`src/rtl/mem_arbiter.sv`:
```
// mem_arbiter: shares one single-port unified instruction/data memory between
// the fetch stage (IF) and the load/store unit (DM). One access at a time,
// wait states absorbed through mem_ready, stall outputs for the pipeline.
//
// Optional build macro: ARB_FAIRNESS_EN
//   undefined : strict DM-over-IF priority, no starvation counter
//   defined   : after STARVE_MAX consecutive DM grants made while a fetch
//               waits, the next arbitration goes to IF
//
// state | meaning
// ------+--------------------------------------------------------------
// IDLE  | no access in flight; arbitrate and latch the winner's request
// WAIT  | access on the memory port; mem_en only in the first cycle,
//       | leave on mem_ready (honoured from the first cycle onward)
// RESP  | owner's valid pulses; no arbitration here, back to IDLE
module mem_arbiter #(
  parameter int ADDR_W     = 32,
  parameter int DATA_W     = 32,
  parameter int STARVE_MAX = 4
) (
  input  logic              clk,
  input  logic              reset_n,
  // fetch port
  input  logic              if_req,
  input  logic [ADDR_W-1:0] if_addr,
  output logic              if_valid,
  output logic [DATA_W-1:0] if_rdata,
  // data port
  input  logic              dm_req,
  input  logic              dm_we,
  input  logic [ADDR_W-1:0] dm_addr,
  input  logic [DATA_W-1:0] dm_wdata,
  output logic              dm_valid,
  output logic [DATA_W-1:0] dm_rdata,
  // memory macro port
  output logic              mem_en,
  output logic              mem_we,
  output logic [ADDR_W-1:0] mem_addr,
  output logic [DATA_W-1:0] mem_wdata,
  input  logic [DATA_W-1:0] mem_rdata,
  input  logic              mem_ready,
  // pipeline control
  output logic              stall_if,
  output logic              stall_mem
);

  // The starvation counter is 4 bits wide, so the limit must fit in 1..15.
  if (STARVE_MAX < 1 || STARVE_MAX > 15) begin : g_bad_starve_max
    $error("mem_arbiter: STARVE_MAX must be in 1..15");
  end

  typedef enum logic [1:0] {
    S_IDLE = 2'd0,
    S_WAIT = 2'd1,
    S_RESP = 2'd2
  } state_t;

  state_t            r_state;
  state_t            w_state_nxt;
  logic              r_owner_dm;   // 1 = DM owns the access, 0 = IF
  logic              r_mem_en;
  logic              r_mem_we;
  logic [ADDR_W-1:0] r_mem_addr;
  logic [DATA_W-1:0] r_mem_wdata;
  logic [DATA_W-1:0] r_if_rdata;
  logic [DATA_W-1:0] r_dm_rdata;

  logic              w_load;       // grant made this cycle (IDLE only)
  logic              w_done;       // memory signalled completion (WAIT only)
  logic              w_grant_dm;   // arbitration result, meaningful with w_load

`ifdef ARB_FAIRNESS_EN
  localparam logic [3:0] LP_STARVE = 4'(STARVE_MAX);

  logic [3:0] r_starve_cnt;
  logic       w_force_if;

  // A fetch that has watched STARVE_MAX data grants in a row wins next.
  assign w_force_if = if_req && (r_starve_cnt == LP_STARVE);
  assign w_grant_dm = dm_req && !w_force_if;

  // Count DM grants taken while a fetch waits; any IF grant clears it.
  always_ff @(posedge clk or negedge reset_n) begin
    if (!reset_n) begin
      r_starve_cnt <= 4'd0;
    end else if (w_load) begin
      if (!w_grant_dm) begin
        r_starve_cnt <= 4'd0;
      end else if (if_req && (r_starve_cnt != 4'hF)) begin
        r_starve_cnt <= r_starve_cnt + 4'd1;
      end
    end
  end
`else
  // The data request belongs to the older instruction, so it always wins.
  assign w_grant_dm = dm_req;
`endif

  // State register.
  always_ff @(posedge clk or negedge reset_n) begin
    if (!reset_n) begin
      r_state <= S_IDLE;
    end else begin
      r_state <= w_state_nxt;
    end
  end

  // Next-state decode plus the grant/complete strobes for the datapath.
  always_comb begin
    w_state_nxt = r_state;
    w_load      = 1'b0;
    w_done      = 1'b0;
    case (r_state)
      S_IDLE: begin
        if (if_req || dm_req) begin
          w_load      = 1'b1;
          w_state_nxt = S_WAIT;
        end
      end
      S_WAIT: begin
        if (mem_ready) begin
          w_done      = 1'b1;
          w_state_nxt = S_RESP;
        end
      end
      S_RESP: begin
        w_state_nxt = S_IDLE;
      end
      default: begin
        w_state_nxt = S_IDLE;
      end
    endcase
  end

  // Latch the winner's request; the memory sees it unchanged until the next grant.
  always_ff @(posedge clk or negedge reset_n) begin
    if (!reset_n) begin
      r_owner_dm  <= 1'b0;
      r_mem_en    <= 1'b0;
      r_mem_we    <= 1'b0;
      r_mem_addr  <= '0;
      r_mem_wdata <= '0;
    end else begin
      r_mem_en <= w_load;
      if (w_load) begin
        r_owner_dm <= w_grant_dm;
        r_mem_we   <= w_grant_dm && dm_we;
        r_mem_addr <= w_grant_dm ? dm_addr : if_addr;
        if (w_grant_dm) begin
          r_mem_wdata <= dm_wdata;
        end
      end
    end
  end

  // Capture read data into the owner's register; stores leave both untouched.
  always_ff @(posedge clk or negedge reset_n) begin
    if (!reset_n) begin
      r_if_rdata <= '0;
      r_dm_rdata <= '0;
    end else if (w_done && !r_mem_we) begin
      if (r_owner_dm) begin
        r_dm_rdata <= mem_rdata;
      end else begin
        r_if_rdata <= mem_rdata;
      end
    end
  end

  assign mem_en    = r_mem_en;
  assign mem_we    = r_mem_we;
  assign mem_addr  = r_mem_addr;
  assign mem_wdata = r_mem_wdata;

  assign if_valid  = (r_state == S_RESP) && !r_owner_dm;
  assign dm_valid  = (r_state == S_RESP) &&  r_owner_dm;
  assign if_rdata  = r_if_rdata;
  assign dm_rdata  = r_dm_rdata;

  assign stall_if  = if_req && !if_valid;
  assign stall_mem = dm_req && !dm_valid;

endmodule

```
`config.mk`:
```
export PLATFORM = sky130hd
export DESIGN_NAME = mem_arbiter
export DESIGN_NICKNAME = d
export VERILOG_FILES = /design/src/rtl/mem_arbiter.sv
export SDC_FILE = /design/constraint.sdc
export NUM_CORES = 1
export LEC_CHECK = 0
export BUFFER_PORTS_ARGS = -buffer_cell sky130_fd_sc_hd__buf_2
export CAP_MARGIN = 10
export CORE_MARGIN = 1
export CORE_UTILIZATION = 49
export CTS_CLUSTER_DIAMETER = 60
export CTS_CLUSTER_SIZE = 12
export DETAILED_ROUTE_END_ITERATION = 12
export PLACE_DENSITY = 0.94
export SLEW_MARGIN = 20
export SYNTH_ARGS = -nofsm -noshare
export SYNTH_HDL_FRONTEND = slang
export SYNTH_SLANG_ARGS = --single-unit
```
`constraint.sdc`:
```
create_clock -name clk -period 3.81 [get_ports clk]
set_input_delay 0.1905 -clock clk [delete_from_list [all_inputs] [get_ports clk]]
set_output_delay 0.1905 -clock clk [all_outputs]
set_load 0.01 [all_outputs]
```
# Word-level counts from Yosys, hierarchy flattened
# Cells that the tools add are included.
# totals
ff_bits,133
latchBits,0
ramBits,0
rom_bits,0
input_bits,134
output_inout_bits,134
elab_cells,37
mem_count,0
# classes
n_addsub,0
mul,0
n_div,0
order_cmp,0
eq_ne,4
n_shift,0
n_mux,8
n_bitwise,1
reduce_logical,16
# ops
operator,n
32-bit 2-to-1 mux,1
2-bit AND reduction,4
1-bit logical AND,6
1-bit zero test,4
1-bit 2-to-1 mux,4
2-bit 2-to-1 mux,2
"2-bit != test, second input constant",2
2-bit case mux with 2 select lines,1
"2-bit by 1-bit == test with 1-bit output, second input constant",1
"2-bit == test, second input constant",1
2-bit zero test,1
1-bit logical OR,1
1-bit inverter,1

# Logic depth before layout (Yosys ltp)
# Gate-level depths: netlist of the first run.
# logic_depth
depth_word,4
mapped_depth,5
depth_no_buf,4

# Worst setup path after synthesis of the first run
# No wires, ideal clock.
# synth_path
kind,reg-to-reg
startpoint,reg r_state[1]
endpoint,reg r_if_rdata[10] (netlist: if_rdata[10])
setup_ps,125
arrival_time_ps,1416
t_required_ps,3685
path_slack_ps,2269
stages_incl_launch_ff,5
path_buffers,1
synth_period_minus_slack_ps,1541
cell_sequence,dfrtp_1 > and3b_2 > nor3b_4 > buf_6 > mux2_2
# synth_via
elab_chain_len,4
# synth_lines
item,line_no,text
start: declaration,58,state_t r_state;
start signal: assignment,104,r_state <= w_state_nxt;
2-bit by 1-bit == test with 1-bit output,113,case (r_state)
1-bit 2-to-1 mux,113,
1-bit logical AND,161,end else if (w_done && !r_mem_we) begin
2-bit AND reduction (no line),--,
end signal: assignment,165,r_if_rdata <= mem_rdata;
end: declaration,65,logic [DATA_W-1:0] r_if_rdata;
# No other way between the ends.
# A chain may end at the register's enable or synchronous reset.

# Final worst setup path of the first run
# layout_path
startpoint,reg r_state[1]
endpoint,reg r_if_rdata[0] (netlist: if_rdata[0])
# The elaborated chain is that of the path after synthesis.

==> metrics.cfg, run 1 <==
[sta]
slew_viol_final=0
setup_viol=0
relSlewSlack_pct=49.9
finalClockSkew_ns=0.00947
layout_setup_ws_ns=2.01
tightest_slew_ns=0.751
fmaxAchievable_mhz=554
rsz0062_at_grt=no
period_share_pct=47.4
layout_min_cycle_time_ns=1.80
finalHoldViolations=0
finalSetupTns_ns=0

[detailed_routing]
via_per_inst=5.01
ant_nets=0
drcViolationCount=0
drt_iter0_markers=145
wl_per_cell_um=17.9
vias=4078
finalWirelength_um=14600
drt-pass1-iter-count=4

[worst_setup_path]
crit_type=reg2reg
cp_data_arrival_time_ns=2.20
r2r_cells=4
r2r-start=r_state[1]
start_kind=register
r2r_slack_ns=2.01
cp_data_required_time_ns=4.21
cp_max_fo=32
rr_endpoint=if_rdata[0]
cp-end-kind=register

[pwr]
power.share.clock_pct=24.5
p_leak_nw=3.93
p_sw_share_pct=32.6
pwr_density_cell_mw_per_mm2=823
seq_power_share_pct=38.3
p_int_mw=4.48
peakVddDrop_mv=0.538
power_frac_comb_pct=37.2
p_sw_mw=2.17

[placement]
place_inst=715
port_buffers=267
place_congestion=0.839
dp.final_hpwl_um=9280
pre_cts_ws_ns=1.73

[die]
die-area_sq_mm=0.0114
die_y_um=107
io_pins=268
core_sq_mm=0.0105
initial_utilization_pct=51.2
die_width_um=107
rows=37

[clocking]
cts_setup_buffers=0
cts_buffers=17
cts-root-buf=clkbuf_8
cts_tree=yes
clk_pin_slew_ns=0.06
max-clock-path-buffers=2
clkSinkCount=133
htreeDepth=4
insertion_delay_ns=0.52

[min_path]
holdPathStages=3
hold_path_class=in2reg
holdPathEnd=mem_addr[25]
min_from=if_addr[25]

[grt]
met1_usage_pct=26.4
grt_pass1_vias=4540
grt_use_met2_pct=51.4
grt.total_usage_pct=26.4
grt.overflow.total=0
grt_start_max_net_pins=75
use_met3_pct=5.15
grt_pass1_wl_um=22300
gr-max-usage-layer=met2
antenna_found_initial=0

[cells_and_area]
final_common_cell=buf_2
nets=800
final_cells=814
fillers=624
final_cell_mix=266 x buf_2, 158 x mux2_2, 133 x dfrtp_1
diodes=0
drive_gt1_share_pct=68.3
area_growth_pct=50.8

[synthesis]
syn_area_sq_mm=0.00536
syn_nets=459
synth_mux_area_share_pct=33.6
synth_compound_area_share_pct=0.561
synth-simple-area-share_pct=1.52
yosysSeqAreaShare_pct=62.1
synth_fa_ha_area_share_pct=0
yosysWarnings=0
ys_types=20
synth_top_family_by_area=multiplexers
ys_ff_latch=133
synth_xor_area_share_pct=0
syn_avg_cell_area_sq_um=16.5
netlist_instances=325

[run_status]
status=finished clean

[flow_run]
drv_cap=0

area by class of cell:
cell class                      instances  area, sq um  share of cell area (%)
Multi-Input combinational cell        174         1910                    23.7
Clock buffer                           20          445                    5.52
Tap cell                              136          170                    2.11
Timing Repair Buffer                  339         2060                    25.5
Sequential cell                       133         3330                    41.2
Inverter                                1         3.75                  0.0465
Clock inverter                         11          153                    1.89
flip-flops by register name, indices dropped and copies added, names as in the netlist:
signal      flops
mem_wdata      32
r_state         2
dm_rdata       32
if_rdata       32
mem_we          1
r_owner_dm      1
mem_addr       32
mem_en          1
cell families after synthesis:
logic type             after synthesis
DFF                                133
AOI/OAI and AO/OA                    4
and+or+nand+nor                     10
buffers and inverters               18
muxes                              160
metal layers:
layer	vias up	part of all wire [%]
li1	1840	-
met1	2016	35
met2	184	56
met3	38	5.2
met4	0	3.1
met5	-	0
metrics by stage:
step | instance area (sq um) | hold WS (ns) | utilization (%) | power [mW]
final | 8080 | 0.0382 | 77.2 | 6.64
after global routing | 8080 | 0.0246 | 77.2 | 6.97
after CTS | 8080 | 0.0188 | 77.2 | 6.65
after detailed placement | 6800 | 0.294 | 65.0 | 4.93
after global placement | 6800 | 0.285 | 65.0 | 4.78
after floorplan | 5360 | -0.105 | - | 3.87
cells in the mapped netlist:
master,n,area [sq um]
buf_2,11,55.1
o21ai_0,1,5.00
a21o_1,1,7.51
inv_2,1,3.75
nor3b_4,1,18.8
nor3b_1,1,7.51
nand3b_1,1,7.51
o21ai_2,1,8.76
a22o_1,1,8.76
buf_6,3,33.8
nor2b_1,2,12.5
dfrtp_1,133,3330
buf_4,3,22.5
and3b_2,1,10.0
nor2_1,1,3.75
mux2_1,2,22.5
nand2b_1,1,6.26
and2_1,1,6.26
mux2_2,158,1780
and3b_1,1,8.76
power groups by stage:
stage / clock [mW] / sequential [mW] / combinational (mW)
after global placement: 0 / 2.48 / 2.30
after CTS: 1.64 / 2.53 / 2.47
after global routing: 1.71 / 2.62 / 2.64
after detailed placement: 0 / 2.54 / 2.39
final: 1.63 / 2.54 / 2.47
after floorplan: 0 / 2.84 / 1.03
critical path: stages, from the launching register on:
cell and delay [ns]:
dfrtp_1 0.40, and3b_2 0.27, nor3b_4 0.18, buf_4 0.42, mux2_2 0.41
timing repair:
item	in CTS	in global routing
hold buffers	68	0
gates resized for setup	0	0
hold endpoints to repair	158	0
worst max-delay path by stage:
stage / start / to / slack, ns / cells past startpoint
finish: r_state[1] / if_rdata[0] / 2.01 / 4
detailed placement: dm_req / mem_addr[0] / 1.73 / 4
global placement: dm_req / mem_addr[22] / 1.85 / 4
CTS: r_state[1] / if_rdata[28] / 2.01 / 4
floorplan: r_state[1] / if_rdata[10] / 2.27 / 4
global route: r_state[1] / if_rdata[0] / 1.90 / 4
Power figures use the tool's default switching activity.
==> run 2, diff against run 1 <==
--- a/config.mk
+++ b/config.mk
@@ -8,11 +8,11 @@
 export BUFFER_PORTS_ARGS = -buffer_cell sky130_fd_sc_hd__buf_2
 export CAP_MARGIN = 10
 export CORE_MARGIN = 1
-export CORE_UTILIZATION = 49
+export CORE_UTILIZATION = 46
 export CTS_CLUSTER_DIAMETER = 60
 export CTS_CLUSTER_SIZE = 12
 export DETAILED_ROUTE_END_ITERATION = 12
-export PLACE_DENSITY = 0.94
+export PLACE_DENSITY = 0.89
 export SLEW_MARGIN = 20
 export SYNTH_ARGS = -nofsm -noshare
 export SYNTH_HDL_FRONTEND = slang
==> constraint.sdc (replaced) <==
create_clock -name clk -period 1.7 [get_ports clk]
set_input_delay 0.085 -clock clk [delete_from_list [all_inputs] [get_ports clk]]
set_output_delay 0.085 -clock clk [all_outputs]
set_load 0.01 [all_outputs]
==> run 2 against run 1 <==
Against the previous run:
- the flow now finishes with violations (design-rule violations)
- setup slack lost 2.0 ns
- register-to-register slack worse by 2.0 ns
- worst hold slack got worse by 0.0030 ns
- critical path type unchanged
- sequential power rose by 120%
- final cell count grew 1.8%
- clock skew shrank 0.0033 ns
==> metrics.cfg, run 2 (synthesis results as in run 1) <==
[worst_setup_path]
rr_endpoint=if_rdata[28]
crit_slowest_cell=dfrtp_1
r2r_slack_ns=0.05  ; -1.95 ns
r2r-start=r_state[1]
start_kind=register
cp-end-kind=register
r2r_cells=5  ; +1
crit_type=reg2reg
crit_buf_inv=2  ; +1
cp_max_fo=8  ; -75%
crit_family=simple AND/OR/NAND/NOR gates
cp_cell_sequence=and3b_2, nor3b_4, buf_4, buf_6, mux2_2
cp_data_arrival_time_ns=1.94  ; -0.26 ns
cp_data_required_time_ns=1.99  ; -2.22 ns
critical-path-max-stage-delay_ns=0.40  ; -0.02 ns

[cells_and_area]
final_cell_mix=266 x buf_2, 159 x mux2_2, 133 x dfrtp_1
fillers=710  ; +14%
nets=808  ; +1.0%
area_growth_pct=54.0
drive_gt1_share_pct=68.4  ; +0.078 points
fin_area_sq_mm=0.00825  ; +2.1%
diodes=0  ; unchanged
final_cells=829  ; +1.8%
final_common_cell=buf_2

[detailed_routing]
ant_nets=0  ; unchanged
wl_per_cell_um=17.3  ; -3.3%
met3_length_um=817  ; +8.6%
top_layer=met4
drt_iter0_markers=153  ; +5.5%
drt-pass1-iter-count=10  ; +6
drcViolationCount=1  ; +1
via_per_inst=4.93  ; -1.6%
finalWirelength_um=14300  ; -1.5%
route.met2.wl_um=7920  ; -3.5%
vias=4088  ; +0.25%
wl_met1_um=5190  ; +0.87%

[clocking]
htreeDepth=4  ; unchanged
max-clock-path-buffers=2  ; unchanged
clkSinkCount=133  ; unchanged
cts_buffers=17  ; unchanged
cts-root-buf=clkbuf_16
clk_pin_slew_ns=0.06  ; about the same
cts_tree=yes
insertion_delay_ns=0.41  ; -0.11 ns

[die]
initial_utilization_pct=47.1  ; -4.1 points
core_sq_mm=0.0114  ; +8.7%
die_y_um=110  ; +3.1%
die-area_sq_mm=0.0121  ; +6.4%
rows=39  ; +5.4%
io_pins=268  ; unchanged
die_width_um=110  ; +3.1%

[min_path]
holdPathStages=3  ; unchanged
holdPathEnd=mem_addr[31]
hold_path_class=in2reg
min_from=dm_addr[31]

[grt]
grt.overflow.total=0  ; unchanged
grt_start_max_net_pins=134  ; +79%
antenna_found_initial=0  ; unchanged
grt.total_usage_pct=23.4  ; -3.0 points
grt_pass1_vias=4336  ; -4.5%
grt_pass1_wl_um=20600  ; -7.7%

[sta]
finalSetupTns_ns=0  ; unchanged
slew_viol_final=0  ; unchanged
whs_ns=0.0352  ; -0.00304 ns
setup_viol=0  ; unchanged
layout_min_cycle_time_ns=1.65  ; -0.157 ns
finalClockSkew_ns=0.00613  ; -0.00335 ns
finalHoldViolations=0  ; unchanged
tightest_slew_ns=0.690  ; -0.0613 ns
fmaxAchievable_mhz=607  ; +9.6%
relSlewSlack_pct=54.0  ; +4.1 points
period_share_pct=96.9  ; +50 points
rsz0062_at_grt=no

[pwr]
pwr_density_cell_mw_per_mm2=1850  ; +120%
p_leak_nw=4.01  ; +2.0%
peakVddDrop_mv=1.26  ; +130%

[placement]
place_congestion=0.734  ; -12%
dp.final_hpwl_um=8870  ; -4.4%
place_area_sq_mm=0.00688  ; +1.3%
port_buffers=267  ; unchanged
place_inst=724  ; +1.3%

[flow_run]
drv_cap=0  ; unchanged

[run_status]
failed_checks=design-rule violations
status=finished, violations left

==> run 2: cell count changes in the layout (fill, tap and decap cells not counted), sizes merged <==
| cell | previous run | this run |
|---|---|---|
| buf | 271 | 278 |
| bufinv | 3 | 4 |
| clkbuf | 20 | 24 |
| clkinv | 5 | 2 |
| clkinvlp | 3 | 2 |
==> run 2: area by class of cell <==
| type | instances | area, sq um | area share, % |
|---|---|---|---|
| Sequential cell | 133 | 3330 | 40.4 |
| Timing Repair Buffer | 347 | 2210 | 26.7 |
| Multi-Input combinational cell | 174 | 1910 | 23.2 |
| Clock buffer | 23 | 468 | 5.67 |
| Tap cell | 143 | 179 | 2.17 |
| Clock inverter | 8 | 149 | 1.81 |
| Inverter | 1 | 3.75 | 0.0455 |
==> run 2: through the flow <==
stage               worst slack [ns]  power [mW]  utilization, %
floorplan                      0.159        8.68               -
global placement               0.128        10.8            60.5
detailed placement            0.0784        11.1            60.5
CTS                           0.0701        15.1            71.9
global route                 0.00641        16.0            72.5
finish                        0.0527        15.2            72.5
==> run 2: tightest hold or removal path, delay by kind of cell <==
family	cells	cell delay [ns]
multiplexers	2	0.25
buffers and inverters	1	0.07
==> run 2: worst max-delay path by stage <==
stage	slack [ns]	from	cells after the start	end
floorplan	0.16	r_state[1]	4	if_rdata[10]
global placement	0.13	r_state[1]	4	if_rdata[15]
detailed placement	0.08	r_state[1]	4	if_rdata[27]
CTS	0.07	r_state[1]	4	if_rdata[24]
global route	0.006	r_state[1]	5	if_rdata[4]
finish	0.05	r_state[1]	5	if_rdata[28]
==> run 2: where the power goes <==
group | total, mW | internal, mW | switching [mW]
sequential | 5.69 | 4.79 | 0.892
clock | 3.82 | 2.52 | 1.29
combinational | 5.71 | 3.09 | 2.62
total | 15.2 | 10.4 | 4.80
==> run 2: per-layer routing <==
layer | global-route usage [%] | vias up
met3 | 5.93 | 34
met5 | 0 | -
met4 | 12.3 | 0
met2 | 43.8 | 181
li1 | - | 1861
met1 | 23.5 | 2012
==> run 2: timing repair <==
action                                  CTS  global route
gates resized for setup                   0             1
endpoints found under the setup margin    0            31
hold buffers                             68             0
endpoints found under the hold margin   232             0
setup buffers                             0             4
==> run 3, diff against run 2 <==
==> constraint.sdc (replaced) <==
create_clock -name clk -period 1.67 [get_ports clk]
set_input_delay 0.0835 -clock clk [delete_from_list [all_inputs] [get_ports clk]]
set_output_delay 0.0835 -clock clk [all_outputs]
set_load 0.01 [all_outputs]
==> run 3 against run 2 <==
Against the previous run:
- the run still ends with design-rule violations left
- core utilization down 0.14 points
- global-route usage down 0.64 points
- total power down 0.26%
- final area down 0.20%
- first-iteration DRC count up 3.3%
- via count up 0.27%
- count of clock-buffer cells in the layout down 5
- combinational power up 3.7%
- setup slack worse by 0.024 ns
- final cell count up 0.24%
- die area unchanged
- clock power down 8.6%
- critical path type unchanged
- largest cell class unchanged
==> metrics.cfg, run 3 (synthesis results as in run 1) <==
[detailed_routing]
vias=4099  ; +0.27%
drt_iter0_markers=158  ; +3.3%
drcViolationCount=1  ; unchanged
met3_length_um=936  ; +15%
ant_nets=0  ; unchanged
top_layer=met4
finalWirelength_um=14300  ; about the same
wl_met1_um=5250  ; +1.2%
drt-pass1-iter-count=9  ; -1
via_per_inst=4.93  ; about the same
wl_per_cell_um=17.2  ; -0.30%
route.met2.wl_um=7790  ; -1.6%

[cells_and_area]
multi_input_area_sq_mm=0.00192  ; +0.13%
final_common_cell=buf_2
fillers=700  ; -1.4%
area_growth_pct=53.7
nets=808  ; unchanged
ff_latch_area_sq_mm=0.00333  ; unchanged
final_cell_mix=266 x buf_2, 158 x mux2_2, 133 x dfrtp_1
drive_gt1_share_pct=68.9  ; +0.48 points

[placement]
pre_cts_ws_ns=0.0968  ; +0.0183 ns
port_buffers=267  ; unchanged
dp.final_hpwl_um=8600  ; -3.0%
place_congestion=0.742  ; +1.2%

[sta]
finalSetupTns_ns=0  ; unchanged
period_share_pct=98.3  ; +1.4 points
finalHoldViolations=0  ; unchanged
relSlewSlack_pct=53.9  ; -0.089 points
fmaxAchievable_mhz=609  ; +0.39%
slew_viol_final=0  ; unchanged
layout_min_cycle_time_ns=1.64  ; -0.00642 ns
finalClockSkew_ns=0.0138  ; +0.00768 ns
setup_viol=0  ; unchanged
rsz0062_at_grt=yes
whs_ns=0.0378  ; +0.00265 ns
tightest_slew_ns=0.691  ; +0.00134 ns
layout_setup_ws_ns=0.0292  ; -0.0236 ns

[die]
core_sq_mm=0.0114  ; unchanged
die_width_um=110  ; unchanged
die-area_sq_mm=0.0121  ; unchanged
io_pins=268  ; unchanged
initial_utilization_pct=47.1  ; unchanged
rows=39  ; unchanged
die_y_um=110  ; unchanged

[grt]
grt.total_usage_pct=22.7  ; -0.64 points
grt_start_max_net_pins=134  ; unchanged
antenna_found_initial=1  ; +1
grt_pass1_wl_um=20500  ; -0.30%
grt.overflow.total=0  ; unchanged
grt_pass1_vias=4224  ; -2.6%

[worst_setup_path]
r2r_slack_ns=0.03  ; -0.02 ns
rr_endpoint=if_rdata[25]
crit_type=reg2reg
cp_data_required_time_ns=1.95  ; -0.04 ns
crit_slowest_cell=dfrtp_1
critical-path-max-stage-delay_ns=0.38  ; -0.02 ns
cp_max_fo=8  ; unchanged
cp_data_arrival_time_ns=1.93  ; about the same
r2r-start=r_state[1]
start_kind=register
cp-end-kind=register
r2r_cells=5  ; unchanged
cp_cell_sequence=and3b_2, nor3b_4, buf_6, clkbuf_16, mux2_2

[pwr]
pwr_density_cell_mw_per_mm2=1840  ; about the same
p_leak_nw=4.00  ; about the same
peakVddDrop_mv=1.08  ; -14%

[min_path]
hold_path_class=in2reg
holdPathEnd=mem_addr[13]
holdPathStages=3  ; unchanged
min_from=dm_addr[13]

[clocking]
insertion_delay_ns=0.41  ; about the same
cts-root-buf=clkbuf_16
cts_buffers=17  ; unchanged
htreeDepth=4  ; unchanged
clkSinkCount=133  ; unchanged
max-clock-path-buffers=2  ; unchanged
clk_pin_slew_ns=0.06  ; about the same
cts_tree=yes

[flow_run]
drv_cap=0  ; unchanged

[run_status]
status=finished, violations left
failed_checks=design-rule violations

==> run 3: cell count changes in the layout (fill, tap and decap cells not counted), moves of 2 or more <==
cell | previous run | this run
clkbuf_16 | 18 | 20
clkinv_2 | 1 | 4
inv_6 | 0 | 4
buf_4 | 5 | 2
clkbuf_8 | 2 | 0
bufinv_16 | 4 | 1
clkinv_4 | 1 | 4
clkbuf_1 | 4 | 1
==> run 3: cell type report <==
cell class	instances	area share [%]
Clock buffer	18	5.21
Timing Repair Buffer	347	27.3
Sequential cell	133	40.4
Clock inverter	14	1.55
Inverter	1	0.0456
Multi-Input combinational cell	174	23.3
Tap cell	143	2.17
Antenna cell	1	0.0304
==> run 3: worst max-delay path by stage <==
stage	from	slack, ns	cells after the start	endpoint
6_report	r_state[1]	0.03	5	if_rdata[25]
5_1_grt	r_state[1]	-0.04	5	if_rdata[3]
4_1_cts	r_state[1]	0.06	4	if_rdata[28]
3_5_place_dp	r_state[1]	0.1	5	mem_wdata[9]
3_3_place_gp	r_state[1]	0.13	4	if_rdata[21]
2_1_floorplan	r_state[1]	0.13	4	if_rdata[10]
==> run 3: repair_timing <==
item	in CTS	in global routing
endpoints found under the setup margin	0	21
hold endpoints to repair	232	0
hold buffers	68	0
setup buffers	0	1
gates resized for setup	0	3
==> run 3: metrics by stage <==
step                power, mW  instances  utilization (%)  area, sq um
finish                   15.2        831             72.4         8230
global route             16.0        831             72.4         8230
CTS                      15.0        825             71.5         8130
detailed placement       11.3        725             60.6         6890
global placement         11.0        725             60.6         6890
floorplan                8.84        325                -         5360
==> run 3: power by group <==
part | leakage [nW] | total, mW | internal [mW] | switching, mW
sequential | 1.58 | 5.77 | 4.88 | 0.894
clock | 0.275 | 3.49 | 2.06 | 1.43
combinational | 2.15 | 5.92 | 3.20 | 2.72
==> run 3: layer usage <==
layer / up-vias / track usage (%)
li1: 1867 / -
met1: 2029 / 24.5
met2: 173 / 41.4
met3: 30 / 7.11
met4: 0 / 8.57
met5: - / 0
==> run 3: critical path: cells and delay by family, from the launching register on <==
family	cells	cell delay, ns
and+or+nand+nor	2	0.45
buffers and inverters	2	0.34
muxes	1	0.34
DFF	1	0.38
